==> src/rtl/alu_pkg.sv <==
// Shared definitions for the ALU arbiter: op-codes and FSM state encoding.
package alu_pkg;

  localparam logic [2:0] OP_ADD        = 3'b000;
  localparam logic [2:0] OP_SUB        = 3'b001;
  localparam logic [2:0] OP_MUL        = 3'b010;
  localparam logic [2:0] OP_DIV        = 3'b011;
  localparam logic [2:0] OP_LAST_LEGAL = 3'b011;

  typedef enum logic [1:0] {
    IDLE = 2'b00,
    EXEC = 2'b01,
    RESP = 2'b10
  } state_t;

endpackage

==> src/rtl/alu_arbiter_rr.sv <==
// Combinational round-robin picker: first asserted request after rr_last,
// wrapping modulo NUM_REQ. Grant is one-hot, or zero when nothing is requested.
module rr_arbiter #(
  parameter int NUM_REQ = 2,
  parameter int IDX_W   = $clog2(NUM_REQ)
) (
  input  logic [NUM_REQ-1:0] req,
  input  logic [IDX_W-1:0]   rr_last,
  output logic [NUM_REQ-1:0] grant,
  output logic [IDX_W-1:0]   idx
);

  logic             found;
  logic [IDX_W-1:0] j;

  always_comb begin
    grant = '0;
    idx   = '0;
    found = 1'b0;
    j     = '0;
    for (int k = 1; k <= NUM_REQ; k++) begin
      j = IDX_W'((int'(rr_last) + k) % NUM_REQ);
      if (!found && req[j]) begin
        found    = 1'b1;
        grant[j] = 1'b1;
        idx      = j;
      end
    end
  end

endmodule

==> src/rtl/alu_arbiter.sv <==
// Shares one external combinational ALU between NUM_REQ requesters with
// round-robin grant, registered operands/result and an error qualifier.
//
//   state | meaning
//   IDLE  | arbitrate; grant one requester and latch its operands
//   EXEC  | latched operands on alu_*; capture result at the edge
//   RESP  | hold response toward owner until its rsp_ready
module alu_arbiter
  import alu_pkg::*;
#(
  parameter int NUM_REQ = 2,
  parameter int DATA_W  = 4,
  parameter int OP_W    = 3
) (
  input  logic                      clk,
  input  logic                      rst,
  input  logic [NUM_REQ-1:0]        req_valid,
  output logic [NUM_REQ-1:0]        req_ready,
  input  logic [NUM_REQ*DATA_W-1:0] req_a,
  input  logic [NUM_REQ*DATA_W-1:0] req_b,
  input  logic [NUM_REQ*OP_W-1:0]   req_op,
  output logic [NUM_REQ-1:0]        rsp_valid,
  input  logic [NUM_REQ-1:0]        rsp_ready,
  output logic [DATA_W-1:0]         rsp_result,
  output logic                      rsp_err,
  output logic [DATA_W-1:0]         alu_a,
  output logic [DATA_W-1:0]         alu_b,
  output logic [OP_W-1:0]           alu_op,
  input  logic [DATA_W-1:0]         alu_result,
  output logic [7:0]                ops_done
);

  localparam int IDX_W = $clog2(NUM_REQ);

  state_t             state, state_nxt;
  logic [IDX_W-1:0]   rr_last;
  logic [IDX_W-1:0]   owner;
  logic [IDX_W-1:0]   win_idx;
  logic [NUM_REQ-1:0] win_gnt;
  logic [OP_W-1:0]    op_q;
  logic               req_hs;
  logic               rsp_hs;
  logic [DATA_W-1:0]  sel_a;
  logic [DATA_W-1:0]  sel_b;
  logic [OP_W-1:0]    sel_op;
  logic               op_illegal;
  logic               div_zero;

  rr_arbiter #(
    .NUM_REQ (NUM_REQ),
    .IDX_W   (IDX_W)
  ) u_rr (
    .req     (req_valid),
    .rr_last (rr_last),
    .grant   (win_gnt),
    .idx     (win_idx)
  );

  assign sel_a  = req_a[int'(win_idx)*DATA_W +: DATA_W];
  assign sel_b  = req_b[int'(win_idx)*DATA_W +: DATA_W];
  assign sel_op = req_op[int'(win_idx)*OP_W +: OP_W];

  assign op_illegal = op_q > OP_W'(OP_LAST_LEGAL);
  assign div_zero   = (op_q == OP_W'(OP_DIV)) && (alu_b == '0);

  always_ff @(posedge clk) begin
    if (rst) state <= IDLE;
    else     state <= state_nxt;
  end

  always_comb begin
    state_nxt = state;
    req_ready = '0;
    rsp_valid = '0;
    req_hs    = 1'b0;
    rsp_hs    = 1'b0;
    case (state)
      IDLE: begin
        req_ready = win_gnt;
        if (|win_gnt) begin
          req_hs    = 1'b1;
          state_nxt = EXEC;
        end
      end
      EXEC: state_nxt = RESP;
      RESP: begin
        rsp_valid[owner] = 1'b1;
        if (rsp_ready[owner]) begin
          rsp_hs    = 1'b1;
          state_nxt = IDLE;
        end
      end
      default: state_nxt = IDLE;
    endcase
  end

  // alu_* double as the operand latch, so they only move on a grant.
  always_ff @(posedge clk) begin
    if (rst) begin
      rr_last    <= IDX_W'(NUM_REQ - 1);
      owner      <= '0;
      op_q       <= '0;
      alu_a      <= '0;
      alu_b      <= '0;
      alu_op     <= '0;
      rsp_result <= '0;
      rsp_err    <= 1'b0;
      ops_done   <= '0;
    end else begin
      if (req_hs) begin
        owner  <= win_idx;
        op_q   <= sel_op;
        alu_a  <= sel_a;
        alu_b  <= sel_b;
        alu_op <= (sel_op > OP_W'(OP_LAST_LEGAL)) ? OP_W'(OP_ADD) : sel_op;
      end
      if (state == EXEC) begin
        if (op_illegal || div_zero) begin
          rsp_result <= '0;
          rsp_err    <= 1'b1;
        end else begin
          rsp_result <= alu_result;
          rsp_err    <= 1'b0;
        end
      end
      if (rsp_hs) begin
        rr_last  <= owner;
        ops_done <= ops_done + 8'd1;
      end
    end
  end

endmodule

==> config.mk <==
export PLATFORM = sky130hd
export DESIGN_NAME = alu_arbiter
export DESIGN_NICKNAME = d
export VERILOG_FILES = /design/src/rtl/alu_pkg.sv /design/src/rtl/alu_arbiter_rr.sv /design/src/rtl/alu_arbiter.sv
export SDC_FILE = /design/constraint.sdc
export NUM_CORES = 1
export LEC_CHECK = 0
export CAP_MARGIN = 20
export CORE_ASPECT_RATIO = 0.75
export CORE_MARGIN = 1.5
export CORE_UTILIZATION = 45
export CTS_CLUSTER_SIZE = 20
export DETAILED_ROUTE_END_ITERATION = 7
export GPL_ROUTABILITY_DRIVEN = 0
export PLACE_DENSITY_LB_ADDON = 0.15
export SYNTH_ARGS = -nofsm -noshare
export SYNTH_HDL_FRONTEND = slang
export SYNTH_SLANG_ARGS = --single-unit
==> constraint.sdc <==
create_clock -name clk -period 2.9 [get_ports clk]
set_clock_uncertainty 0.1 [all_clocks]
set_input_delay 0.435 -clock clk [delete_from_list [all_inputs] [get_ports clk]]
set_output_delay 0.435 -clock clk [all_outputs]
set_load 0.05 [all_outputs]
==> qor.yml, run 1 <==
setup.worst_path.class: "reg -> out"
syn_inst: 165
grt_start_max_net_pins: 32
syn_nets: 198
stdcell_count: 263
cap_violations: 0
r2r_slack_ns: 1.29
power_frac_comb_pct: 26.0
ys.flop_type: "dfxtp_1"
switching_power_uw: 379.1
syn_avg_cell_area_um2: 8.425
grt_use_total_pct: 21.43
use_met2_pct: 33.50
die_w_um: 67.18
routed_wl_um: 3508
slew_headroom_pct: 53.72
drive_above_1_share_pct: 7.556
final_hold_viol_count: 0
clock_latency_ns: 0.28
numCtsBuffers: 5
syn_to_final_growth_pct: 52.84
min_to: "rsp_result[3]$_SDFFE_PP0N_"
use_met3_pct: 5.947
wl_per_cell_um: 13.34
final_common_cell: "clkdlybuf4s50_1"
cts_tree: "built"
drt_iter0_drc: 61
io_pins: 60
synth_fa_ha_area_share_pct: 0.9001
synth-simple-area-share_pct: 30.87
peakVddDrop_uv: 389.1
arrival_ns: 2.10
seqPwrFrac_pct: 39.0
globalRouteMet1Util_pct: 28.06
num_vias: 1367
ys_ff_latch: 31
min_path_cells: 2
rows: 17
htreeDepth: 2
async_flop_share_pct: 0
fp.dieH_um: 51.14
rsz0062_at_grt: "no"
postCtsHoldBufs: 0
diodes: 0
synth_xor_area_share_pct: 3.780
post_cts_buffers: 0
grt_pass1_wl_um: 5451
drtPass1Iterations: 4
ff2ff_path_depth: 4
internal_power_uw: 871.8
path_max_fanout: 8
nNetsFinal: 257
dp_hpwl_um: 2585
drtAntennaViolNets: 0
muxShareOfSynthArea_pct: 1.530
yosysWarnings: 0
r2r-end: "alu_op[1]$_SDFFE_PP0P_"
viasPerCell: 5.198
grt_antenna_before_repair: 0
cts.clk_slew.worst_paths_ns: 0.07
synth_edf_count: 0
hp-start: "rsp_result[3]$_SDFFE_PP0N_"
reg2reg_from: "rr_last$_SDFFE_PP1P_"
placedCellCount: 255
synth_compound_area_share_pct: 14.13
drv_slew: 0
ys_seq_area_share_pct: 44.64
dieArea_mm2: 0.003435
cts.sinks: 31
clockPowerShare_pct: 35.0
clk_path_buf_depth: 2
period_share_pct: 90.73
clockRootBuffer: "clkbuf_8"
start_util_pct: 47.36
synth_top_family_by_area: "simple AND/OR/NAND/NOR gates"
end_kind: "primary output"
setup_viol: 0
period_minus_slack_ns: 2.631
grt_overflow: 0
hp-class: "reg -> reg"
coreArea_mm2: 0.002935
timing.fmax_ghz: 0.3801
synth.cell_area_mm2: 0.001390
grt_pass1_vias: 1170
tns_ns: 0
post_synth_num_cell_types: 37
tightest_slew_ns: 0.6937
portBuffers: 59
power_density_mw_per_mm2: 588.8
start_kind: "flip-flop"
p_leak_uw: 0.0008035
fillCellCount: 217
status: "finished, final reports clean"
final_cell_mix: "58 x clkdlybuf4s50_1, 31 x dfxtp_1, 27 x nor2_1, 26 x nand2_1, 13 x a311oi_1"
grt-busiest-layer: "met2"
drc: 0
post_cts_resized: 0
cp_data_required_time_ns: 2.37
p_sw_share_pct: 30.31
==> power by group through the flow <==
stage	clock [µW]	combinational, µW	sequential, µW
finish	438	326	487
CTS	444	327	487
floorplan	0	129	569
global placement	0	318	494
detailed placement	0	325	496
global route	468	345	491
==> kinds of logic (layout without fill, tap and decap cells) <==
logic type	Yosys count	after routing
flip-flops	31	31
AND/OR/NAND/NOR	87	87
AO/OA/AOI/OAI	27	27
XOR/XNOR	6	6
adder cells (fa/ha/maj)	1	1
multiplexers	2	2
buffers and inverters	11	71
==> area by class of cell <==
cell class	instances	area [µm²]	area share, %
sequential	31	620.6	29.21
clock inverter	2	35.03	1.649
multi-input combinational	123	711.9	33.51
tap	38	47.55	2.238
inverter	1	3.754	0.1767
clock buffer	6	82.58	3.887
timing repair buffer	62	623.1	29.33
==> synthesized netlist by cell type, drive strengths merged, types with 2 or more instances <==
library cell | count | area, µm²
dfxtp | 31 | 620.6
nor2 | 27 | 101.4
nand2 | 26 | 97.59
a311oi | 13 | 113.9
a21oi | 9 | 45.04
nand3 | 9 | 50.05
buf | 5 | 35.02
clkbuf | 5 | 18.77
nand2b | 5 | 31.28
xor2 | 5 | 43.79
and2 | 4 | 25.03
nand3b | 4 | 30.03
nand4 | 2 | 12.51
nor2b | 2 | 12.51
nor3 | 2 | 21.27
==> critical path: stages, from the launching register on <==
cell and delay [ns]:
dfxtp_1 0.49, nor2b_1 0.35, and2_1 0.18, clkdlybuf4s50_1 0.79
==> state kept, by name, summed over array words and instances (netlist names) <==
name        flops
rsp_result      4
state           2
alu_b           4
alu_a           4
op_q            3
alu_op          3
ops_done        8
rsp_err         1
owner           1
rr_last         1
==> stage by stage <==
stage	hold slack [ns]	cell area [µm²]	util, %	total power, µW	setup slack, ns
3_5_place_dp	0.3749	2007	68.37	821.2	0.4043
2_1_floorplan	0.3713	1390	-	698.8	0.5095
5_1_grt	0.4133	2125	72.38	1304	0.1436
4_1_cts	0.3866	2125	72.38	1258	0.2485
6_report	0.3852	2125	72.38	1251	0.2689
3_3_place_gp	0.3576	2007	68.37	812.1	0.4443
==> per-layer routing <==
metal	up-vias	wire (µm)
met5	-	0
met3	4	212
li1	691	-
met1	626	1669
met4	0	30
met2	46	1595
==> worst max path at each step <==
stage                               to                   from
after global placement    req_ready[0]           req_valid[0]
after detailed placement  req_ready[0]           req_valid[0]
after floorplan           req_ready[1]           req_valid[0]
after global routing      rsp_valid[1]  state[1]$_SDFFE_PP0P_
final                     rsp_valid[1]  state[1]$_SDFFE_PP0P_
after CTS                 rsp_valid[1]  state[1]$_SDFFE_PP0P_
Note: power is estimated with default switching activity, not from simulation.
==> run 2, diff against run 1 <==
ABC_CLOCK_PERIOD_IN_PS = 2900   (was unset)
CTS_CLUSTER_SIZE = 8   (was 20)
==> results of run 2 <==
The final DEF is identical to that of run 1; final timing and power are the same.
